[config.mk]
export PLATFORM = sky130hd
export DESIGN_NAME = id_ex_pipe_reg
export DESIGN_NICKNAME = d
export VERILOG_FILES = /design/src/rtl/id_ex_pipe_reg.sv
export SDC_FILE = /design/constraint.sdc
export NUM_CORES = 1
export LEC_CHECK = 0
export BUFFER_PORTS_ARGS = -buffer_cell sky130_fd_sc_hd__buf_2
export CORE_MARGIN = 2
export CORE_UTILIZATION = 45
export CTS_BUF_LIST = sky130_fd_sc_hd__clkbuf_16
export CTS_CLUSTER_DIAMETER = 80
export DETAILED_ROUTE_END_ITERATION = 8
export PLACE_DENSITY_LB_ADDON = 0.05
export SYNTH_ARGS = -nofsm -noshare
export SYNTH_HDL_FRONTEND = slang
export SYNTH_SLANG_ARGS = --single-unit
[constraint.sdc]
create_clock -name clk -period 2.83 [get_ports clk]
set_input_delay 0.4245 -clock clk [delete_from_list [all_inputs] [get_ports clk]]
set_output_delay 0.4245 -clock clk [all_outputs]
set_load 0.02 [all_outputs]
[src/rtl/id_ex_pipe_reg.sv]
// ID/EX pipeline register with load-use hazard detection, PC/IF-ID stall and
// bubble insertion on hazard or branch/jump flush.
module id_ex_pipe_reg #(
    parameter int XLEN   = 32,
    parameter int REG_AW = 5
) (
    input  logic              clk,
    input  logic              rst_n,
    input  logic [6:0]        opcode_id,
    input  logic [REG_AW-1:0] rs1_id,
    input  logic [REG_AW-1:0] rs2_id,
    input  logic [REG_AW-1:0] rd_id,
    input  logic [XLEN-1:0]   rdata1_id,
    input  logic [XLEN-1:0]   rdata2_id,
    input  logic [XLEN-1:0]   imm_id,
    input  logic [XLEN-1:0]   pc_id,
    input  logic [2:0]        funct3_id,
    input  logic              funct7b5_id,
    input  logic [7:0]        ctrl_id,
    input  logic              hold,
    input  logic              flush,
    output logic [6:0]        opcode_ex,
    output logic [REG_AW-1:0] rs1_ex,
    output logic [REG_AW-1:0] rs2_ex,
    output logic [REG_AW-1:0] rd_ex,
    output logic [XLEN-1:0]   rdata1_ex,
    output logic [XLEN-1:0]   rdata2_ex,
    output logic [XLEN-1:0]   imm_ex,
    output logic [XLEN-1:0]   pc_ex,
    output logic [2:0]        funct3_ex,
    output logic              funct7b5_ex,
    output logic [7:0]        ctrl_ex,
    output logic              stall_if_id,
    output logic [15:0]       bubble_cnt
);

    localparam int CTRL_MEMREAD = 6;
    localparam int CTRL_VALID   = 0;

    localparam logic [6:0] OP_RTYPE  = 7'b0110011;
    localparam logic [6:0] OP_STORE  = 7'b0100011;
    localparam logic [6:0] OP_BRANCH = 7'b1100011;
    localparam logic [6:0] OP_LOAD   = 7'b0000011;
    localparam logic [6:0] OP_IMM    = 7'b0010011;
    localparam logic [6:0] OP_JALR   = 7'b1100111;

    typedef struct packed {
        logic [6:0]        opcode;
        logic [REG_AW-1:0] rs1;
        logic [REG_AW-1:0] rs2;
        logic [REG_AW-1:0] rd;
        logic [XLEN-1:0]   rdata1;
        logic [XLEN-1:0]   rdata2;
        logic [XLEN-1:0]   imm;
        logic [XLEN-1:0]   pc;
        logic [2:0]        funct3;
        logic              funct7b5;
        logic [7:0]        ctrl;
    } idex_t;

    idex_t       id_pkt;
    idex_t       pipe_d, pipe_q;
    logic [15:0] cnt_d, cnt_q;
    logic        use_rs1, use_rs2, hazard;

    assign id_pkt = '{opcode: opcode_id, rs1: rs1_id, rs2: rs2_id, rd: rd_id,
                      rdata1: rdata1_id, rdata2: rdata2_id, imm: imm_id, pc: pc_id,
                      funct3: funct3_id, funct7b5: funct7b5_id, ctrl: ctrl_id};

    always_comb begin
        use_rs1 = 1'b0;
        use_rs2 = 1'b0;
        case (opcode_id)
            OP_RTYPE, OP_STORE, OP_BRANCH: begin
                use_rs1 = 1'b1;
                use_rs2 = 1'b1;
            end
            OP_LOAD, OP_IMM, OP_JALR: use_rs1 = 1'b1;
            default: ;
        endcase
    end

    // x0 as a load destination can never produce a real dependency
    assign hazard = pipe_q.ctrl[CTRL_MEMREAD] && pipe_q.ctrl[CTRL_VALID] &&
                    (pipe_q.rd != '0) && ctrl_id[CTRL_VALID] && !flush &&
                    ((use_rs1 && (pipe_q.rd == rs1_id)) ||
                     (use_rs2 && (pipe_q.rd == rs2_id)));

    assign stall_if_id = hazard || hold;

    always_comb begin
        pipe_d = pipe_q;
        cnt_d  = cnt_q;
        if (flush) begin
            pipe_d = '0;
        end else if (hold) begin
            pipe_d = pipe_q;
        end else if (hazard) begin
            pipe_d = '0;
            if (cnt_q != 16'hFFFF) cnt_d = cnt_q + 16'd1;
        end else begin
            pipe_d = id_pkt;
        end
    end

    always_ff @(posedge clk or negedge rst_n) begin
        if (!rst_n) begin
            pipe_q <= '0;
            cnt_q  <= '0;
        end else begin
            pipe_q <= pipe_d;
            cnt_q  <= cnt_d;
        end
    end

    assign opcode_ex   = pipe_q.opcode;
    assign rs1_ex      = pipe_q.rs1;
    assign rs2_ex      = pipe_q.rs2;
    assign rd_ex       = pipe_q.rd;
    assign rdata1_ex   = pipe_q.rdata1;
    assign rdata2_ex   = pipe_q.rdata2;
    assign imm_ex      = pipe_q.imm;
    assign pc_ex       = pipe_q.pc;
    assign funct3_ex   = pipe_q.funct3;
    assign funct7b5_ex = pipe_q.funct7b5;
    assign ctrl_ex     = pipe_q.ctrl;
    assign bubble_cnt  = cnt_q;

endmodule

==> metrics.md, run 1 <==
| Metric | Value |
|---|---|
| Die area | `approximately 19000 um^2` |
| Layout Skew | `0.00980 ns` |
| XOR/XNOR Fraction of Synth Area | `0.0269` |
| Dpl cells | `1329` |
| Post-synthesis sequential area ratio | `0.548` |
| F_max | `approximately 400 MHz` |
| Layout Cells excl Fill | `about 1400` |
| Slew HR | `0.277` |
| Hold_ws | `-0.0143 ns` |
| Largest net degree at the start of global routing | `between 150 and 200` |
| Grt total ovfl | `0` |
| Yosys warnings | `0` |
| P&R area growth vs syn | `29.2%` |
| Die W | `around 140 um` |
| RSZ-0062 raised after global routing | `no` |
| P per Cell Area | `between 500 and 600 nW/um^2` |
| Initial drt markers | `~320` |
| Initial antenna violation count | `8` |
| DP HPWL | `15.4 mm` |
| Area share of fa/ha/maj cells after synthesis | `0.00154` |
| Worst path required time | `2.41 ns` |
| Combinational family with the most area after synthesis | `simple AND/OR/NAND/NOR gates` |
| Clock transition at path regs | `approximately 0.060 ns` |
| Routed len/inst | `around 17 um` |
| H-tree depth | `4` |
| # setup viols final | `0` |
| Mapped Nets | `slightly below 1000` |
| Final design area excluding fillers | `between 10000 and 15000 um^2` |
| Final Hold Fails | `9` |
| Critical Path AT | `around 2.1 ns` |
| ANT nets after route | `0` |
| Final Wtd Congestion | `0.789` |
| Number of synthesized register bits | `around 180` |
| Ys flop type | `dfrtp_1` |
| Die height | `approximately 140 um` |
| Root Driver | `clkbuf_16` |
| # DRC | `0` |
| Filler cells | `1608` |
| Postcts setup bufs | `0` |
| Share of post-route cells with drive strength above 1 | `0.355` |
| CP startpoint kind | `register` |
| Synthesized cell area | `just over 8000 um^2` |
| Pleak | `5.27 nW` |
| Final period util | `0.896` |
| Worst IR drop on VDD | `between 300 and 400 uV` |
| Core area | `between 15000 and 20000 um^2` |
| Worst Setup End Kind | `output port` |
| Slew Limit Fails | `0` |
| Slowest cell delay on critical path | `~0.52 ns` |
| Yosys cell types | `34` |
| Setup TNS | `0 ns` |
| CP Cell Sequence | `or4_1 > nor2_1 > nor3_1 > o21ai_4 > nand2b_1 > buf_2` |
| Post-synth ARST share | `1.00` |
| Place WS | `approximately 0.65 ns` |
| Clk buf depth | `2` |
| CTS tree | `done` |
| Initial Utilization | `0.456` |
| Path type of the worst min-delay path | `input port to async pin` |
| Crit path max-delay cell type | `or4_1` |
| Number of max-cap violations | `0` |
| # IOs | `345` |
| Post-DP Area | `9920 um^2` |
| DR pass1 iterations | `4` |
| Clk_lat worst skew | `0.42 ns` |
| PortBufs | `approximately 340` |
| Final WL | `approximately 23 mm` |
| Post-synth EDFFs | `0` |
| Vias | `approximately 7000` |
| Clock sink count | `178` |
| Fin crit period | `2.54 ns` |
| Failing checks | `negative hold slack` |
| Max FO, Critical Path | `12` |
| Total GRT Usage | `0.237` |
| Mapped Cells | `between 800 and 900` |
| Simple-Gate Fraction of Synth Area | `0.265` |
| Worst Tran Pin Value | `1.08 ns` |
| DR vias/cell | `about 5` |
| Synthesized area per cell | `approximately 9.9 um^2` |
| Status | `finished with violations` |
| Post-CTS sizing | `0` |
| Crit Path Class | `register to output port` |
| Post-CTS Hold Buffers | `0` |
| Nets | `around 1300` |
| Row count | `49` |
| Final worst setup slack | `approximately 0.3 ns` |
| Mux contribution to synthesized area | `0.00262` |
| CTS Buf Count | `17` |
| Vias in the first global route | `6792` |
| First-pass GRT wire length | `37.0 mm` |
| Compound-Gate Fraction of Synth Area | `0.109` |
-- registers in the layout, indices dropped and copies added (netlist names) --
signal       count
bubble_cnt      16
imm_ex          32
rdata1_ex       32
ctrl_ex          8
rd_ex            5
rs1_ex           5
pc_ex           32
rdata2_ex       32
funct7b5_ex      1
funct3_ex        3
opcode_ex        7
rs2_ex           5
-- routing by layer --
metal / vias up / part of all wire / global-route usage
met5: - / 0.00057 / 0
met4: 2 / 0.023 / 0.0940
met3: 35 / 0.083 / 0.0776
met2: 249 / 0.45 / 0.353
met1: 3271 / 0.44 / 0.322
li1: 3402 / - / -
-- final cells by class --
| cell class | count | area [um^2] | share of cell area |
|---|---|---|---|
| Multi-Input combinational cell | 563 | 3290 | 0.313 |
| Antenna cell | 7 | 17.5 | 0.00167 |
| Clock buffer | 17 | 425 | 0.0405 |
| Inverter | 3 | 11.3 | 0.00107 |
| Timing Repair Buffer | 356 | 1880 | 0.179 |
| Sequential cell | 178 | 4450 | 0.424 |
| Tap cell | 229 | 287 | 0.0273 |
| Clock inverter | 15 | 144 | 0.0137 |
-- through the flow --
step	utilization	power, mW
2_1_floorplan	-	3.21
3_3_place_gp	0.556	3.58
3_5_place_dp	0.556	3.59
4_1_cts	0.588	5.89
5_1_grt	0.589	6.09
6_report	0.589	5.83
-- kinds of logic (layout without fill, tap and decap cells) --
logic type / count (synthesis) / after routing
xor+xnor: 25 / 25
buf+inv: 78 / 391
other cells: 0 / 7
simple gates: 368 / 368
mux: 2 / 2
fa+ha+maj: 1 / 1
compound gates: 167 / 167
flops: 178 / 178
-- cell usage in the layout (no fill, tap or decap), types with 2 or more instances in the layout --
master and n:
buf_2 341, bufinv_16 2, xor2_1 13, a21oi_1 161, clkbuf_16 17, clkinvlp_4 4
nor3_1 2, nand3b_1 163, nor3_2 8, inv_1 5, buf_6 2, and3_4 2
clkinv_2 4, nand2b_1 3, buf_4 9, nand4_1 6, dfrtp_1 178, xnor2_1 12
nor2_1 4, diode_2 7, nand3_1 5, nand2_1 167, inv_6 2, buf_12 4
nor4_4 2
-- worst paths after layout --
| kind | startpoint | end | slack, ns | cells past startpoint |
|---|---|---|---|---|
| min in group clk | rdata1_id[0] | rdata1_ex[0]$_DFFE_PN0P_ | 0.25 | 3 |
| min | rst_n | imm_ex[31]$_DFFE_PN0P_ | -0.01 | 1 |
| min reg2reg | bubble_cnt[5]$_DFFE_PN0P_ | bubble_cnt[5]$_DFFE_PN0P_ | 0.49 | 1 |
| max reg2reg | bubble_cnt[0]$_DFFE_PN0P_ | bubble_cnt[9]$_DFFE_PN0P_ | 0.64 | 6 |
| max | rd_ex[1]$_DFFE_PN0P_ | stall_if_id | 0.29 | 6 |
| max in group asynchronous | rst_n | imm_ex[1]$_DFFE_PN0P_ | 2.06 | 2 |
-- cells in the mapped netlist (all sizes together), types with 2 or more instances --
cell | count | share of area
xor2 | 13 | 0.014
nand2b | 3 | 0.0023
clkbuf | 54 | 0.025
buf | 21 | 0.021
xnor2 | 12 | 0.013
nor2 | 4 | 0.0018
a21oi | 161 | 0.099
and3 | 3 | 0.0035
inv | 3 | 0.0014
o21ai | 2 | 0.0026
nand3 | 5 | 0.0031
nand4 | 6 | 0.0046
nor3 | 10 | 0.011
dfrtp | 178 | 0.55
nor4 | 4 | 0.0075
nand2 | 167 | 0.077
nand3b | 163 | 0.15
-- critical path, delay by kind of cell (launching register included) --
kind	cells	cell delay, ns
AND/OR/NAND/NOR	4	0.85
AO/OA/AOI/OAI	1	0.22
flip-flops	1	0.43
buffers and inverters	1	0.19
-- power by group --
part	switching, mW	leakage [nW]	total, mW	internal (mW)
clock network	0.999	0.278	2.29	1.29
registers	0.0661	2.38	2.73	2.66
logic	0.492	2.61	0.803	0.311
total	1.56	5.27	5.83	4.27
(Power assumes the default switching activity.)
==> run 2: changes to the inputs <==
RECOVER_POWER = 25   (was unset)
==> run 2 against run 1 <==
Net effect: sequential power about the same; largest cell class unchanged; maximum frequency increased by 0.40%; clock skew is 0.0010 ns higher; the flow finishes with violations (max-capacitance violations, max-slew violations); hold slack improved by 0.26 ns; clock-buffer cell count stayed put; non-clock buffer count is the same; critical path depth unchanged; die area unchanged; first-iteration DRC count rose by 4.4%.
==> metrics.md, run 2 (synthesis gave the netlist of run 1 again) <==
| Metric | Value |
|---|---|
| Worst Hold Path EP | `rdata1_ex[0]$_DFFE_PN0P_` |
| Post-CTS sizing | `0 (unchanged)` |
| Worst-case reg-to-reg path depth | `6 (unchanged)` |
| CTS tree | `done (unchanged)` |
| Number of max-cap violations | `1 (was 0)` |
| F_max | `396 MHz (was 394 MHz)` |
| P&R area growth vs syn | `29.1% (was 29.2%)` |
| Worst r2r src | `bubble_cnt[0]$_DFFE_PN0P_ (unchanged)` |
| Fin crit period | `2.53 ns (was 2.54 ns)` |
| Initial drt markers | `333 (was 319)` |
| Pleak | `5.26 nW (was 5.27 nW)` |
| Final Hold Fails | `0 (was 9)` |
| DR pass1 iterations | `4 (unchanged)` |
| GR Util met3 | `0.0776 (unchanged)` |
| Layout Skew | `0.0108 ns (was 0.00980 ns)` |
| Final worst setup slack | `0.305 ns (was 0.295 ns)` |
| PortBufs | `344 (unchanged)` |
| Max FO, Critical Path | `12 (unchanged)` |
| Status | `finished with violations (unchanged)` |
| Setup TNS | `0 ns (unchanged)` |
| # DRC | `0 (unchanged)` |
| Final period util | `0.892 (was 0.896)` |
| P per Cell Area | `554 nW/um^2 (about the same)` |
| Worst reg2reg endpoint | `bubble_cnt[9]$_DFFE_PN0P_ (unchanged)` |
| Most frequent cells in the layout | `buf_2 (341), dfrtp_1 (178), nand2_1 (167) (unchanged)` |
| Place WS | `0.650 ns (unchanged)` |
| R2r setup slk | `0.64 ns (about the same)` |
| Row count | `49 (unchanged)` |
| Filler cells | `1612 (was 1608)` |
| Post-CTS Hold Buffers | `0 (unchanged)` |
| DR vias/cell | `5.09 (about the same)` |
| Slew Limit Fails | `63 (was 0)` |
| Clk buf depth | `2 (unchanged)` |
| CP startpoint kind | `register (unchanged)` |
| Core area | `17800 um^2 (unchanged)` |
| Grt total ovfl | `0 (unchanged)` |
| Share of post-route cells with drive strength above 1 | `0.355 (unchanged)` |
| # setup viols final | `0 (unchanged)` |
| Path type of the worst min-delay path | `input port to register (was input port to async pin)` |
| Post-layout util | `0.588 (was 0.589)` |
| CTS Buf Count | `17 (unchanged)` |
| Clock sink count | `178 (unchanged)` |
| Initial antenna violation count | `8 (unchanged)` |
| Root Driver | `clkbuf_16 (unchanged)` |
| Final WL | `22.8 mm (about the same)` |
| Final design area excluding fillers | `10500 um^2 (about the same)` |
| Postcts setup bufs | `0 (unchanged)` |
| Worst Tran Pin Value | `1.68 ns (was 1.08 ns)` |
| Met2 Track Usage GR | `0.353 (unchanged)` |
| Clock transition at path regs | `0.07 ns (was 0.06 ns)` |
| Slew HR | `-0.118 (was 0.277)` |
| Worst Setup End Kind | `output port (unchanged)` |
| First-pass GRT wire length | `37.0 mm (unchanged)` |
| Nets | `1286 (unchanged)` |
| # IOs | `345 (unchanged)` |
| Post-DP Area | `9920 um^2 (unchanged)` |
| Clk_lat worst skew | `0.42 ns (about the same)` |
| Largest net degree at the start of global routing | `181 (unchanged)` |
| Die area | `19200 um^2 (unchanged)` |
| Die height | `138 um (unchanged)` |
| Hold path cells | `3` |
| Initial Utilization | `0.456 (unchanged)` |
| M1 GR Usage | `0.322 (unchanged)` |
| Vias in the first global route | `6792 (unchanged)` |
| Failing checks | `max-capacitance violations, max-slew violations (was negative hold slack)` |
| Hold Path Origin | `rdata1_id[0]` |
| Die W | `138 um (unchanged)` |
| Worst IR drop on VDD | `396 uV (was 397 uV)` |
| Layer with the highest usage | `met2 (unchanged)` |
| Final Wtd Congestion | `0.789 (unchanged)` |
| Total GRT Usage | `0.237 (unchanged)` |
| Critical Path AT | `2.10 ns (was 2.11 ns)` |
| Most common cell after layout, fill and taps aside | `buf_2 (unchanged)` |
| Pwr Total | `5.82 mW (was 5.83 mW)` |
| Vias | `6967 (was 6959)` |
| RSZ-0062 raised after global routing | `no (unchanged)` |
| DP HPWL | `15.4 mm (unchanged)` |
| H-tree depth | `4 (unchanged)` |
| Crit Path Class | `register to output port (unchanged)` |
| Routed len/inst | `16.7 um (about the same)` |
| Worst path required time | `2.41 ns (about the same)` |
| ANT nets after route | `0 (unchanged)` |
==> run 2: layout make-up <==
type / count / area (um^2) / area share
Antenna cell: 7 / 17.5 / 0.00167
Inverter: 3 / 11.3 / 0.00107
Clock inverter: 15 / 144 / 0.0137
Sequential cell: 178 / 4450 / 0.424
Tap cell: 229 / 287 / 0.0273
Clock buffer: 17 / 425 / 0.0405
Multi-Input combinational cell: 563 / 3290 / 0.314
Timing Repair Buffer: 356 / 1870 / 0.178
==> run 2: routing by layer <==
layer  wire [um]  part of all wire  up-vias
met5          13           0.00057        -
met1        9860              0.43     3284
li1            -                 -     3399
met2       10400              0.46      249
met3        2010             0.088       33
met4         514             0.023        2
==> run 2: worst max-delay path, cell delays in order, from the launching register on <==
cell and delay (ns):
dfrtp_1 0.43, or4_1 0.52, nor2_1 0.11, nor3_1 0.08, o21ai_4 0.22, nand2b_1 0.13, buf_2 0.18
==> run 2: metrics by stage <==
step,hold WS [ns],instances
after global placement,0.465,1329
final,0.250,1368
after CTS,0.00476,1361
after floorplan,0.129,819
after global routing,0.244,1367
after detailed placement,0.459,1329
==> run 2: how the worst max path moves through the flow <==
stage,from,to,slack [ns],cells after the start
detailed placement,bubble_cnt[0]$_DFFE_PN0P_,bubble_cnt[9]$_DFFE_PN0P_,0.65,6
global placement,bubble_cnt[0]$_DFFE_PN0P_,bubble_cnt[9]$_DFFE_PN0P_,0.65,6
finish,rd_ex[1]$_DFFE_PN0P_,stall_if_id,0.30,6
global route,rd_ex[1]$_DFFE_PN0P_,stall_if_id,0.18,6
CTS,rd_ex[1]$_DFFE_PN0P_,stall_if_id,0.25,6
floorplan,rd_ex[1]$_DFFE_PN0P_,stall_if_id,0.70,6
==> run 2: power breakdown <==
part	total, mW	internal (mW)	switching [mW]
registers	2.73	2.66	0.0660
logic	0.801	0.309	0.492
clock network	2.29	1.29	0.995
==> run 3: changes to the inputs <==
CTS_BUF_LIST = sky130_fd_sc_hd__clkbuf_8   (was sky130_fd_sc_hd__clkbuf_16)
GPL_ROUTABILITY_DRIVEN = 1   (was unset)
RECOVER_POWER = unset   (was 25)
==> run 3 against run 2 <==
Net effect: register-to-register slack hardly changed; clock power is 25% lower; sequential share of layout area is 0.71 points higher; largest cell class unchanged; global-route usage hardly changed; combinational power hardly changed; design area is 1.6% lower; total power is 9.9% lower; clock skew is 0.0029 ns higher; the run now ends clean; routed wire length is 0.18% higher.
==> metrics.md, run 3 (synthesis gave the netlist of run 1 again) <==
| Metric | Value |
|---|---|
| Core area | `17800 um^2 (unchanged)` |
| Critical Path AT | `2.16 ns (was 2.10 ns)` |
| Largest net degree at the start of global routing | `181 (unchanged)` |
| # DRC | `0 (unchanged)` |
| Routed len/inst | `16.7 um (about the same)` |
| P&R area growth vs syn | `27.0% (was 29.1%)` |
| Final period util | `0.915 (was 0.892)` |
| Max FO, Critical Path | `12 (unchanged)` |
| ANT nets after route | `0 (unchanged)` |
| PortBufs | `344 (unchanged)` |
| Initial antenna violation count | `7 (was 8)` |
| Slew HR | `0.280 (was -0.118)` |
| Post-CTS sizing | `0 (unchanged)` |
| Clk_lat worst skew | `0.45 ns (was 0.42 ns)` |
| Fin crit period | `2.59 ns (was 2.53 ns)` |
| Pwr Total | `5.24 mW (was 5.82 mW)` |
| Worst Setup End Kind | `output port (unchanged)` |
| # IOs | `345 (unchanged)` |
| First-pass GRT wire length | `37.0 mm (about the same)` |
| Worst IR drop on VDD | `342 uV (was 396 uV)` |
| Postcts setup bufs | `0 (unchanged)` |
| Final Hold Fails | `0 (unchanged)` |
| Share of post-route cells with drive strength above 1 | `0.355 (about the same)` |
| Crit Path Class | `register to output port (unchanged)` |
| Final worst setup slack | `0.241 ns (was 0.305 ns)` |
| Filler cells | `1634 (was 1612)` |
| Pleak | `5.18 nW (was 5.26 nW)` |
| RSZ-0062 raised after global routing | `no (unchanged)` |
| # setup viols final | `0 (unchanged)` |
| Total GRT Usage | `0.237 (about the same)` |
| DP HPWL | `15.4 mm (unchanged)` |
| Register area | `4450 um^2 (unchanged)` |
| Nets | `1287 (was 1286)` |
| Grt total ovfl | `0 (unchanged)` |
| Status | `completed (was finished with violations)` |
| Clock transition at path regs | `0.10 ns (was 0.07 ns)` |
| Clk buf depth | `2 (unchanged)` |
| Place WS | `0.650 ns (unchanged)` |
| Final WL | `22.8 mm (about the same)` |
| H-tree depth | `4 (unchanged)` |
| Setup TNS | `0 ns (unchanged)` |
| Die area | `19200 um^2 (unchanged)` |
| Row count | `49 (unchanged)` |
| Worst path required time | `2.41 ns (about the same)` |
| Path type of the worst min-delay path | `input port to register (unchanged)` |
| Slew Limit Fails | `0 (was 63)` |
| CTS Buf Count | `17 (unchanged)` |
| Most common cell after layout, fill and taps aside | `buf_2 (unchanged)` |
| Final Wtd Congestion | `0.789 (unchanged)` |
| Hold_ws | `0.216 ns (was 0.250 ns)` |
| Die height | `138 um (unchanged)` |
| Initial Utilization | `0.456 (unchanged)` |
| Initial drt markers | `345 (was 333)` |
| Post-CTS Hold Buffers | `1 (was 0)` |
| Most frequent cells in the layout | `buf_2 (341), dfrtp_1 (178), nand2_1 (167) (unchanged)` |
| Worst Tran Pin Value | `1.08 ns (was 1.68 ns)` |
| CP startpoint kind | `register (unchanged)` |
| Multi-input logic area | `3290 um^2 (unchanged)` |
| CTS tree | `done (unchanged)` |
| Vias in the first global route | `6793 (was 6792)` |
| Vias | `6924 (was 6967)` |
| Layout Skew | `0.0137 ns (was 0.0108 ns)` |
| Die W | `138 um (unchanged)` |
| P per Cell Area | `508 nW/um^2 (was 554 nW/um^2)` |
| Clock sink count | `178 (unchanged)` |
| DR pass1 iterations | `4 (unchanged)` |
| Number of max-cap violations | `0 (was 1)` |
| DR vias/cell | `5.06 (was 5.09)` |
| F_max | `386 MHz (was 396 MHz)` |
| Root Driver | `clkbuf_8 (was clkbuf_16)` |
run 3: worst paths after layout:
path | start | endpoint | slack (ns) | cells after the start
setup / recovery | rd_ex[1]$_DFFE_PN0P_ | stall_if_id | 0.24 | 6
hold / removal | rdata1_id[0] | rdata1_ex[0]$_DFFE_PN0P_ | 0.22 | 3
setup reg to reg | bubble_cnt[0]$_DFFE_PN0P_ | bubble_cnt[9]$_DFFE_PN0P_ | 0.63 | 6
hold reg to reg | bubble_cnt[5]$_DFFE_PN0P_ | bubble_cnt[5]$_DFFE_PN0P_ | 0.50 | 1
max in group asynchronous | rst_n | imm_ex[1]$_DFFE_PN0P_ | 1.51 | 3
min in group asynchronous | rst_n | imm_ex[31]$_DFFE_PN0P_ | 0.52 | 2
run 3: cell type report:
class,instances,area share
antenna,6,0.00145
clock buffer,17,0.0227
clock inverter,15,0.0139
inverter,3,0.00109
multi-input combinational,563,0.319
sequential,178,0.431
tap,229,0.0278
timing repair buffer,357,0.183
run 3: worst max-delay path, stage by stage, from the launching register on:
cell	delay (ns)
dfrtp_1	0.45
or4_1	0.53
nor2_1	0.11
nor3_1	0.08
o21ai_4	0.22
nand2b_1	0.14
buf_2	0.19
run 3: per-stage QoR:
stage	cells	instance area (um^2)	util
floorplan	819	8130	-
global placement	1329	9920	0.556
detailed placement	1329	9920	0.556
CTS	1362	10300	0.578
global route	1367	10300	0.579
finish	1368	10300	0.579
run 3: layer usage:
layer / up-vias / global-route usage / routed length, um
met4: 2 / 0.0779 / 426
met2: 239 / 0.357 / 10500
met3: 26 / 0.0831 / 1870
li1: 3402 / - / -
met5: - / 0 / 13
met1: 3255 / 0.322 / 9960
run 3: where the power goes:
| group | internal (mW) | switching (mW) | total [mW] |
|---|---|---|---|
| combinational | 0.311 | 0.491 | 0.803 |
| sequential | 2.66 | 0.0659 | 2.73 |
| clock | 0.778 | 0.935 | 1.71 |
